**config.mk**
```make
export PLATFORM = sky130hd
export DESIGN_NAME = mult_seq
export DESIGN_NICKNAME = d
export VERILOG_FILES = /design/src/rtl/mult_seq.sv
export SDC_FILE = /design/constraint.sdc
export NUM_CORES = 1
export LEC_CHECK = 0
export CAP_MARGIN = 30
export CORE_MARGIN = 5
export CORE_UTILIZATION = 43
export CTS_CLUSTER_SIZE = 8
export DETAILED_ROUTE_END_ITERATION = 10
export GPL_ROUTABILITY_DRIVEN = 0
export PLACE_DENSITY = 0.66
export SLEW_MARGIN = 20
export SYNTH_ARGS = -nofsm -noshare
export SYNTH_HDL_FRONTEND = slang
export SYNTH_SLANG_ARGS = --single-unit
```
**constraint.sdc**
```tcl
create_clock -name clock -period 15.47 [get_ports clock]
set_clock_uncertainty 0.2 [all_clocks]
set_input_delay 2.3205 -clock clock [delete_from_list [all_inputs] [get_ports clock]]
set_output_delay 2.3205 -clock clock [all_outputs]
set_load 0.01 [all_outputs]
```
**src/rtl/mult_seq.sv**
```systemverilog
// Iterative signed WIDTHxWIDTH Booth multiplier with a start/ready/exception handshake.
// Define MULT_SEQ_BOOTH4_EN for radix-4 recoding (WIDTH/2 steps); the default build uses radix-2 (WIDTH steps).
module mult_seq #(
  parameter int WIDTH = 32
) (
  input  logic             clock,
  input  logic             reset,
  input  logic             enable,
  input  logic [WIDTH-1:0] multiplicand,
  input  logic [WIDTH-1:0] multiplier,
  output logic [WIDTH-1:0] result,
  output logic [WIDTH-1:0] result_hi,
  output logic             ready,
  output logic             exception,
  output logic             busy
);

  localparam int CW = $clog2(WIDTH) + 1;
`ifdef MULT_SEQ_BOOTH4_EN
  localparam int STEPS = WIDTH / 2;
  localparam int AW    = WIDTH + 2;
`else
  localparam int STEPS = WIDTH;
  localparam int AW    = WIDTH + 1;
`endif

  typedef enum logic [1:0] {IDLE, BUSY, DONE} state_t;

  state_t           state;
  state_t           state_next;
  logic [2*WIDTH:0] acc;
  logic [2*WIDTH:0] acc_next;
  logic [WIDTH-1:0] mcand;
  logic [CW-1:0]    count;
  logic [AW-1:0]    upper;
  logic [AW-1:0]    addend;
  logic [AW-1:0]    sum;
  logic             last_step;

  assign last_step = (count == CW'(STEPS - 1));
  assign busy      = (state == BUSY);
  assign ready     = (state == DONE);

  // One Booth step: the recoded partial product is added to the sign-extended
  // upper half, and the sum's extra top bits become the new sign after the shift.
  always_comb begin
    addend = '0;
`ifdef MULT_SEQ_BOOTH4_EN
    upper = {{2{acc[2*WIDTH]}}, acc[2*WIDTH:WIDTH+1]};
    case (acc[2:0])
      3'b001, 3'b010: addend = {{2{mcand[WIDTH-1]}}, mcand};
      3'b011:         addend = {mcand[WIDTH-1], mcand, 1'b0};
      3'b100:         addend = -{mcand[WIDTH-1], mcand, 1'b0};
      3'b101, 3'b110: addend = -{{2{mcand[WIDTH-1]}}, mcand};
      default:        addend = '0;
    endcase
    sum      = upper + addend;
    acc_next = {sum, acc[WIDTH:2]};
`else
    upper = {acc[2*WIDTH], acc[2*WIDTH:WIDTH+1]};
    case (acc[1:0])
      2'b01:   addend = {mcand[WIDTH-1], mcand};
      2'b10:   addend = -{mcand[WIDTH-1], mcand};
      default: addend = '0;
    endcase
    sum      = upper + addend;
    acc_next = {sum, acc[WIDTH:1]};
`endif
  end

  always_ff @(posedge clock) begin
    if (reset) state <= IDLE;
    else       state <= state_next;
  end

  always_comb begin
    state_next = state;
    case (state)
      IDLE:    if (enable) state_next = BUSY;
      BUSY:    if (last_step) state_next = DONE;
      DONE:    state_next = enable ? BUSY : IDLE;
      default: state_next = IDLE;
    endcase
  end

  // Outputs only change on completion, so they hold across idle and busy periods.
  always_ff @(posedge clock) begin
    if (reset) begin
      acc       <= '0;
      mcand     <= '0;
      count     <= '0;
      result    <= '0;
      result_hi <= '0;
      exception <= 1'b0;
    end else if ((state == IDLE || state == DONE) && enable) begin
      mcand <= multiplicand;
      acc   <= {{WIDTH{1'b0}}, multiplier, 1'b0};
      count <= '0;
    end else if (state == BUSY) begin
      acc   <= acc_next;
      count <= count + 1'b1;
      if (last_step) begin
        result    <= acc_next[WIDTH:1];
        result_hi <= acc_next[2*WIDTH:WIDTH+1];
        exception <= (acc_next[2*WIDTH:WIDTH+1] != {WIDTH{acc_next[WIDTH]}});
      end
    end
  end

endmodule

```
# Word-level counts from Yosys, hierarchy flattened
# Index checks and enable logic that the tools add are counted.
# totals
out_inout_bits	67
word_cells	34
regBits	170
in_bits	67
# op_classes
n_bitwise	1
add_sub_neg	3
mux	7
n_eq_ne	8
reduce_logical	7
# op_table
cell	count
two-way mux 33 bit	2
case mux 33 bit (2 select lines)	1
adder 33 bit	1
negation 33 bit	1
inequality test 32 bit	1
adder 6 x 1 -> 6 bit, second input constant	1
equality test 6 x 5 -> 1 bit, second input constant	1
case mux 2 bit (3 select lines)	1
equality test 2 x 1 -> 1 bit, second input constant	2
equality test 2 bit, second input constant	2
two-way mux 2 bit	2
AND reduction 3 bit	1
zero test 2 bit	1
inequality test 2 x 1 -> 1 bit, second input constant	1
inequality test 2 bit, second input constant	1
AND reduction 2 bit	1
nonzero test 2 bit	1
OR reduction 2 bit	1
logical AND 1 bit	1
logical OR 1 bit	1
two-way mux 1 bit	1
NOT 1 bit	1

# Depth between registers and ports, before layout
# Gate-level depths: netlist (run 1).
# depth
ltp_word	5
mapped_depth	24

# Worst setup path after synthesis (run 1)
# Ideal clock, no wire load.
# synth_timing
path_type	reg2reg
start	reg mcand[8]
end	reg exception
path_stages_with_launch	22
t_arrival_ns	5.179
path_buffers	0
path_slack_ns	9.966
cell_sequence	dfxtp_1 or4_1 or4_4 or3_1 or3_4 nor3_2 inv_1 or3_1 xor2_1 a22oi_1 nor2_1 ha_1 and3_1 nand3_1 nor3_1 a21oi_1 a221oi_1 xnor2_2 nand4_1 or4b_1 o21ai_1 a21oi_1
# synth_between
elab_chain_len	4
# synth_rtl
element	line_no	text
from (decl)	33	logic [WIDTH-1:0] mcand;
from (signal assigned)	96	mcand <= multiplicand;
negation 33 bit	63	2'b10: addend = -{mcand[WIDTH-1], mcand};
case mux 33 bit (2 select lines) *	61	case (acc[1:0])
adder 33 bit *	66	sum = upper + addend;
inequality test 32 bit *	105	exception <= (acc_next[2*WIDTH:WIDTH+1] != {WIDTH{acc_next[WIDTH]}});
to (signal assigned)	105	
to (decl)	14	output logic exception,
# Every way passes the cells marked *; elsewhere a longest branch is shown, timed or not.
# A chain may end at the register's enable or synchronous reset.

# Worst setup path in the final report (run 1)
# layout_timing
start	reg acc[1]
end	reg exception
# layout_between
elab_chain_len	4
elab_cells_between_ends	5
cone_classes	add/sub (1); eq/ne (3); mux (1)
# layout_rtl
element	line_no	text
from (decl)	31	logic [2*WIDTH:0] acc;
from (signal assigned)	97	acc <= {{WIDTH{1'b0}}, multiplier, 1'b0};
from (signal assigned)	100	acc <= acc_next;
equality test 2 bit / equality test 2 x 1 -> 1 bit (equally long branches)	61	
case mux 33 bit (2 select lines) *	61	
adder 33 bit *	66	
inequality test 32 bit *	105	
# Marks and branches as above.

==> results of run 1 <==
## worst max path at each step
stage	from	end	slack [ns]	cells past startpoint
floorplan	mcand[8]	exception	9.97	21
global placement	mcand[8]	exception	9.63	21
detailed placement	mcand[8]	exception	9.55	21
CTS	mcand[8]	exception	9.51	21
global route	acc[1]	exception	9.12	18
finish	acc[1]	exception	9.42	18
## synthesized netlist by cell type, types with 16 or more instances
library cell	n	area [um^2]
nand2_1	328	1230
a21oi_1	217	1090
dfxtp_1	170	3400
clkbuf_1	71	267
nor2_1	66	248
ha_1	36	450
a22oi_1	34	255
nor3_1	30	150
o21ai_0	27	135
inv_1	24	90.1
a211oi_1	20	150
xnor2_1	17	149
xor2_1	16	140
## stage by stage
step	setup slack, ns	area (um^2)	utilization (%)	total power [mW]
global route	9.12	11100	53.4	1.07
CTS	9.51	11100	53.4	1.04
finish	9.42	11100	53.4	1.03
global placement	9.63	10500	50.4	0.586
floorplan	9.97	9020	-	0.546
detailed placement	9.55	10500	50.4	0.587
## worst max-delay path: stages (launching register included)
cell	delay (ns)
dfxtp_1	0.37
ha_1	0.16
buf_4	0.32
clkinv_1	0.72
a211oi_1	0.50
ha_1	0.25
inv_1	0.06
fa_1	0.41
nand2b_1	0.20
a211oi_1	0.32
nor2_1	0.11
o21bai_1	0.49
a41oi_1	0.25
xnor2_1	0.22
or4b_1	0.52
nor4b_1	0.25
nand2_1	0.10
a221oi_1	0.36
a21oi_1	0.11
## metal layers
layer | global-route usage (%) | share of wire [%] | up-vias
met3 | 4.87 | 5.3 | 47
met4 | 8.33 | 3.4 | 0
met1 | 25.7 | 43 | 4118
met2 | 34.3 | 48 | 264
met5 | 0 | 0 | -
li1 | - | - | 4456
## area by class of cell
cell class	count	area (um^2)	area share, %
multi-input combinational	956	5240	47.2
sequential	170	3400	30.6
timing repair buffer	143	1400	12.6
clock buffer	17	425	3.83
tap	275	344	3.10
clock inverter	15	200	1.80
inverter	26	97.6	0.878
## sequential cells by signal, summed over array words and instances, names as in the netlist
| name | cells |
|---|---|
| acc | 65 |
| mcand | 32 |
| count | 6 |
| state | 2 |
| result_hi | 32 |
| result | 32 |
| exception | 1 |
## power groups by stage
stage | Clock, mW | Combinational, mW | Sequential, mW
6_report | 0.452 | 0.115 | 0.463
3_5_place_dp | 0 | 0.114 | 0.473
4_1_cts | 0.459 | 0.114 | 0.463
2_1_floorplan | 0 | 0.0766 | 0.469
5_1_grt | 0.475 | 0.127 | 0.465
3_3_place_gp | 0 | 0.113 | 0.473
## logic make-up (layout without fill, tap and decap cells)
logic type | after synthesis | count (layout)
simple gates | 526 | 526
fa+ha+maj | 37 | 37
mux | 1 | 1
flops | 170 | 170
buf+inv | 104 | 201
xor+xnor | 34 | 34
compound gates | 358 | 358
==> results.json, run 1 <==
{
  "postSynthAreaPerCell_um2": 7.33,
  "cp.required_ns": 15.58,
  "switching_share_pct": 27.7,
  "rrSetupSlack_ns": 9.42,
  "power_density_nw_per_um2": 92.6,
  "ys_seq_elements": 170,
  "ys_warn_count": 0,
  "wl_per_cell_um": 15.9,
  "dieArea_um2": 24000,
  "slew_violations": 0,
  "clk_pin_slew_ns": 0.07,
  "layout_common_cells": "nand2_1 (328), a21oi_1 (217), dfxtp_1 (170)",
  "grt_start_max_net_pins": 77,
  "synthDistinctLibCells": 61,
  "syn_inst": 1230,
  "final_hold_viol_count": 0,
  "nets": 1418,
  "io_pins": 134,
  "arrival_ns": 6.16,
  "num_rows": 53,
  "status": "completed",
  "hold_depth": 2,
  "max_freq_ghz": 0.165,
  "chipHeight_um": 155,
  "min_delay_worst_endpoint": "result_hi[8]",
  "switchingPower_mw": 0.285,
  "root_buffer": "clkbuf_16",
  "crit_fanout": 32,
  "htree_levels": 4,
  "synth_edf_count": 0,
  "route.vias.total": 8885,
  "start_util_pct": 43.3,
  "cts_hold_buf": 0,
  "fillers": 2012,
  "endpoint_kind": "register",
  "antenna_found_initial": 0,
  "cts_setup_buffers": 0,
  "drc": 0,
  "max_cap_viol_count": 0,
  "num_antenna_cells": 0,
  "fin_crit_ns": 6.05,
  "syn_nets": 1334,
  "drive_gt1_share_pct": 4.60,
  "grt_pass1_wl_um": 40800,
  "grt-ovfl-total": 0,
  "grt_pass1_vias": 8150,
  "seqPwrFrac_pct": 45.0,
  "holdWs_ns": 0.255,
  "crit_path_start_kind": "register",
  "min_from": "result_hi[8]",
  "leakagePower_nw": 3.94,
  "drtIter0Drc": 621,
  "areaGrowthSynthToFinish_pct": 23.3,
  "synth_ff_type": "dfxtp_1",
  "port_buffers": 133,
  "synth.mux.area_fraction_pct": 0.111,
  "setup_viol": 0,
  "synth_compound_gate_area_share_pct": 23.1,
  "clockBufferDepth": 2,
  "grt_usage_pct": 20.6,
  "synth_top_family_by_area": "simple AND/OR/NAND/NOR gates",
  "worstSetupPathType": "register to register",
  "combPwrFrac_pct": 11.1,
  "stdcell_count": 1602,
  "async_flop_share_pct": 0,
  "hp-class": "register to register",
  "rsz0062_at_grt": "no",
  "yosys.area_share.simple_pct": 26.1,
  "worst_skew_pair.late_latency_ns": 0.43,
  "intPower_mw": 0.744,
  "finalCritPeriodShare_pct": 39.1,
  "avgViaCountPerCell": 5.55,
  "drtPass1Iterations": 5,
  "dieWidth_um": 155,
  "dp.cells": 1570,
  "timing.rr.start": "acc[1]",
  "synthAdderAreaFrac_pct": 5.22,
  "cts_made_buffers": 17,
  "pwr-share-clk_pct": 43.9,
  "cts.sinks": 170,
  "irDropWorstVdd_uv": 66.5,
  "r2r_end": "exception",
  "ant_nets": 0,
  "wl_um": 25400,
  "yosysSeqAreaShare_pct": 37.7,
  "fp.coreArea_um2": 20800,
  "synth_area_um2": 9020,
  "synthXorXnorAreaFrac_pct": 3.39,
  "final_common_cell": "nand2_1",
  "slew_headroom_pct": 43.3,
  "worst_r2r_path_depth": 18,
  "worst_pin_slew_ns": 0.850,
  "place_hpwl_um": 17900,
  "setup_tns_ns": 0,
  "cts_tree": "done",
  "cts_resized": 0
}
No activity file was read; power rests on OpenSTA's default activity.
==> inputs of run 2 (changes only) <==
==> constraint.sdc (replaced) <==
create_clock -name clock -period 5.6 [get_ports clock]
set_clock_uncertainty 0.2 [all_clocks]
set_input_delay 0.84 -clock clock [delete_from_list [all_inputs] [get_ports clock]]
set_output_delay 0.84 -clock clock [all_outputs]
set_load 0.01 [all_outputs]
==> results.json, run 2 (synthesis gave the netlist of run 1 again) <==
{
  "crit_path_start_kind": "register",
  "worst_r2r_path_depth": 24,
  "regMostFlops": "acc",
  "drive_gt1_share_pct": 9.19,
  "cts_tree": "done",
  "root_buffer": "clkbuf_16",
  "port_buffers": 133,
  "drc": 0,
  "cts.sinks": 170,
  "drtPass1Iterations": 5,
  "timing.rr.start": "mcand[0]",
  "largest_reg_flops": 65,
  "max_freq_ghz": 0.183,
  "antenna_found_initial": 0,
  "fp.coreArea_um2": 20800,
  "cp.required_ns": 5.71,
  "slew_violations": 0,
  "fin_util_pct": 55.5,
  "worst_skew_pair.late_latency_ns": 0.43,
  "rrSetupSlack_ns": 0.14,
  "areaGrowthSynthToFinish_pct": 28.3,
  "worst_pin_slew_ns": 0.874,
  "num_antenna_cells": 0,
  "start_util_pct": 43.3,
  "power_density_nw_per_um2": 248,
  "layout_common_cells": "nand2_1 (328), a21oi_1 (215), dfxtp_1 (170)",
  "grt_usage_pct": 21.5,
  "clockBufferDepth": 2,
  "min_delay_worst_endpoint": "result_hi[7]",
  "finalCritPeriodShare_pct": 97.4,
  "endpoint_kind": "register",
  "dieArea_um2": 24000,
  "final_common_cell": "nand2_1",
  "cts_hold_buf": 0,
  "pwr-share-clk_pct": 43.1,
  "route.vias.total": 9099,
  "cts_made_buffers": 17,
  "arrival_ns": 5.57,
  "dp_slack_ns": -0.120,
  "worstSetupPathType": "register to register",
  "intPower_mw": 2.08,
  "place_hpwl_um": 18400,
  "final_hold_viol_count": 0,
  "rsz0062_at_grt": "yes",
  "switching_share_pct": 27.5,
  "drtIter0Drc": 527,
  "num_rows": 53,
  "clk_pin_slew_ns": 0.07,
  "wl_per_cell_um": 15.6,
  "seqPwrFrac_pct": 44.6,
  "status": "completed",
  "ant_nets": 0,
  "chipHeight_um": 155,
  "grt-ovfl-total": 0,
  "hp-class": "register to register",
  "fin_crit_ns": 5.46,
  "dieWidth_um": 155,
  "io_pins": 134,
  "min_from": "result_hi[7]",
  "combPwrFrac_pct": 12.3,
  "slew_headroom_pct": 41.7,
  "htree_levels": 4,
  "nets": 1462,
  "holdWs_ns": 0.252,
  "wl_um": 25800,
  "grt_start_max_net_pins": 81,
  "leakagePower_nw": 4.19,
  "finalWorstSetupSlack_ns": 0.144,
  "irDropWorstVdd_uv": 187,
  "grt_pass1_vias": 8620,
  "hold_depth": 2,
  "max_cap_viol_count": 0,
  "switchingPower_mw": 0.789,
  "r2r_end": "exception",
  "setup_viol": 0,
  "grt_pass1_wl_um": 42500,
  "crit_fanout": 5,
  "avgViaCountPerCell": 5.53
}
## run 2: worst max-delay path by stage
stage                     startpoint        end  cells past startpoint
after floorplan             mcand[8]  exception                     21
after global placement      mcand[8]  exception                     22
after detailed placement    mcand[8]  exception                     22
after CTS                   mcand[8]  exception                     22
after global routing        mcand[0]  exception                     22
final                       mcand[0]  exception                     24
## run 2: stage by stage
step / instances / instance area [um^2] / total power [mW] / setup TNS [ns]
final: 1646 / 11600 / 2.87 / 0
after global routing: 1646 / 11600 / 2.99 / -0.133
after floorplan: 1230 / 9020 / 1.51 / 0
after CTS: 1644 / 11500 / 2.88 / 0
after detailed placement: 1612 / 10800 / 1.65 / -0.120
after global placement: 1612 / 10800 / 1.64 / 0
## run 2: cell type report
class,count,area (um^2)
Fill cell,1996,9260
Multi-Input combinational cell,956,5360
Sequential cell,170,3400
Timing Repair Buffer,187,1730
Clock buffer,17,425
Tap cell,275,344
Clock inverter,15,201
Inverter,26,97.6
## run 2: layer usage
layer	up-vias	routed length (um)	track usage [%]
li1	4544	-	-
met1	4247	10800	26.3
met2	268	12700	36.7
met3	40	1620	5.51
met4	0	644	7.23
met5	-	0	0
## run 2: power by group through the flow
stage               combinational (mW)  sequential (mW)  clock (mW)
finish                           0.353             1.28        1.24
global route                     0.390             1.28        1.32
CTS                              0.346             1.28        1.26
detailed placement               0.341             1.30           0
global placement                 0.337             1.30           0
floorplan                        0.212             1.30           0
## run 2: worst max-delay path: stages (launching register included)
cell and delay [ns]:
dfxtp_1 0.33, inv_1 0.09, ha_2 0.19, or3b_4 0.38
or3_4 0.37, or3_4 0.40, or3_4 0.35, nor3_2 0.11
inv_1 0.06, or3_1 0.32, xor2_1 0.15, a22oi_1 0.16
nor2_1 0.07, ha_1 0.32, and3_4 0.21, nand3_4 0.10
nor3_4 0.22, a21oi_2 0.09, a221oi_2 0.23, buf_4 0.15
xnor2_2 0.11, nand4_1 0.10, or4b_1 0.47, o21ai_1 0.10
a21oi_1 0.07
## run 2: what timing repair did
item / in CTS / in global routing
resized for setup: 5 / 20
endpoints found under the setup margin: 1 / 4
pin swaps: 1 / 5
gates cloned: 0 / 0
setup buffers: 0 / 2
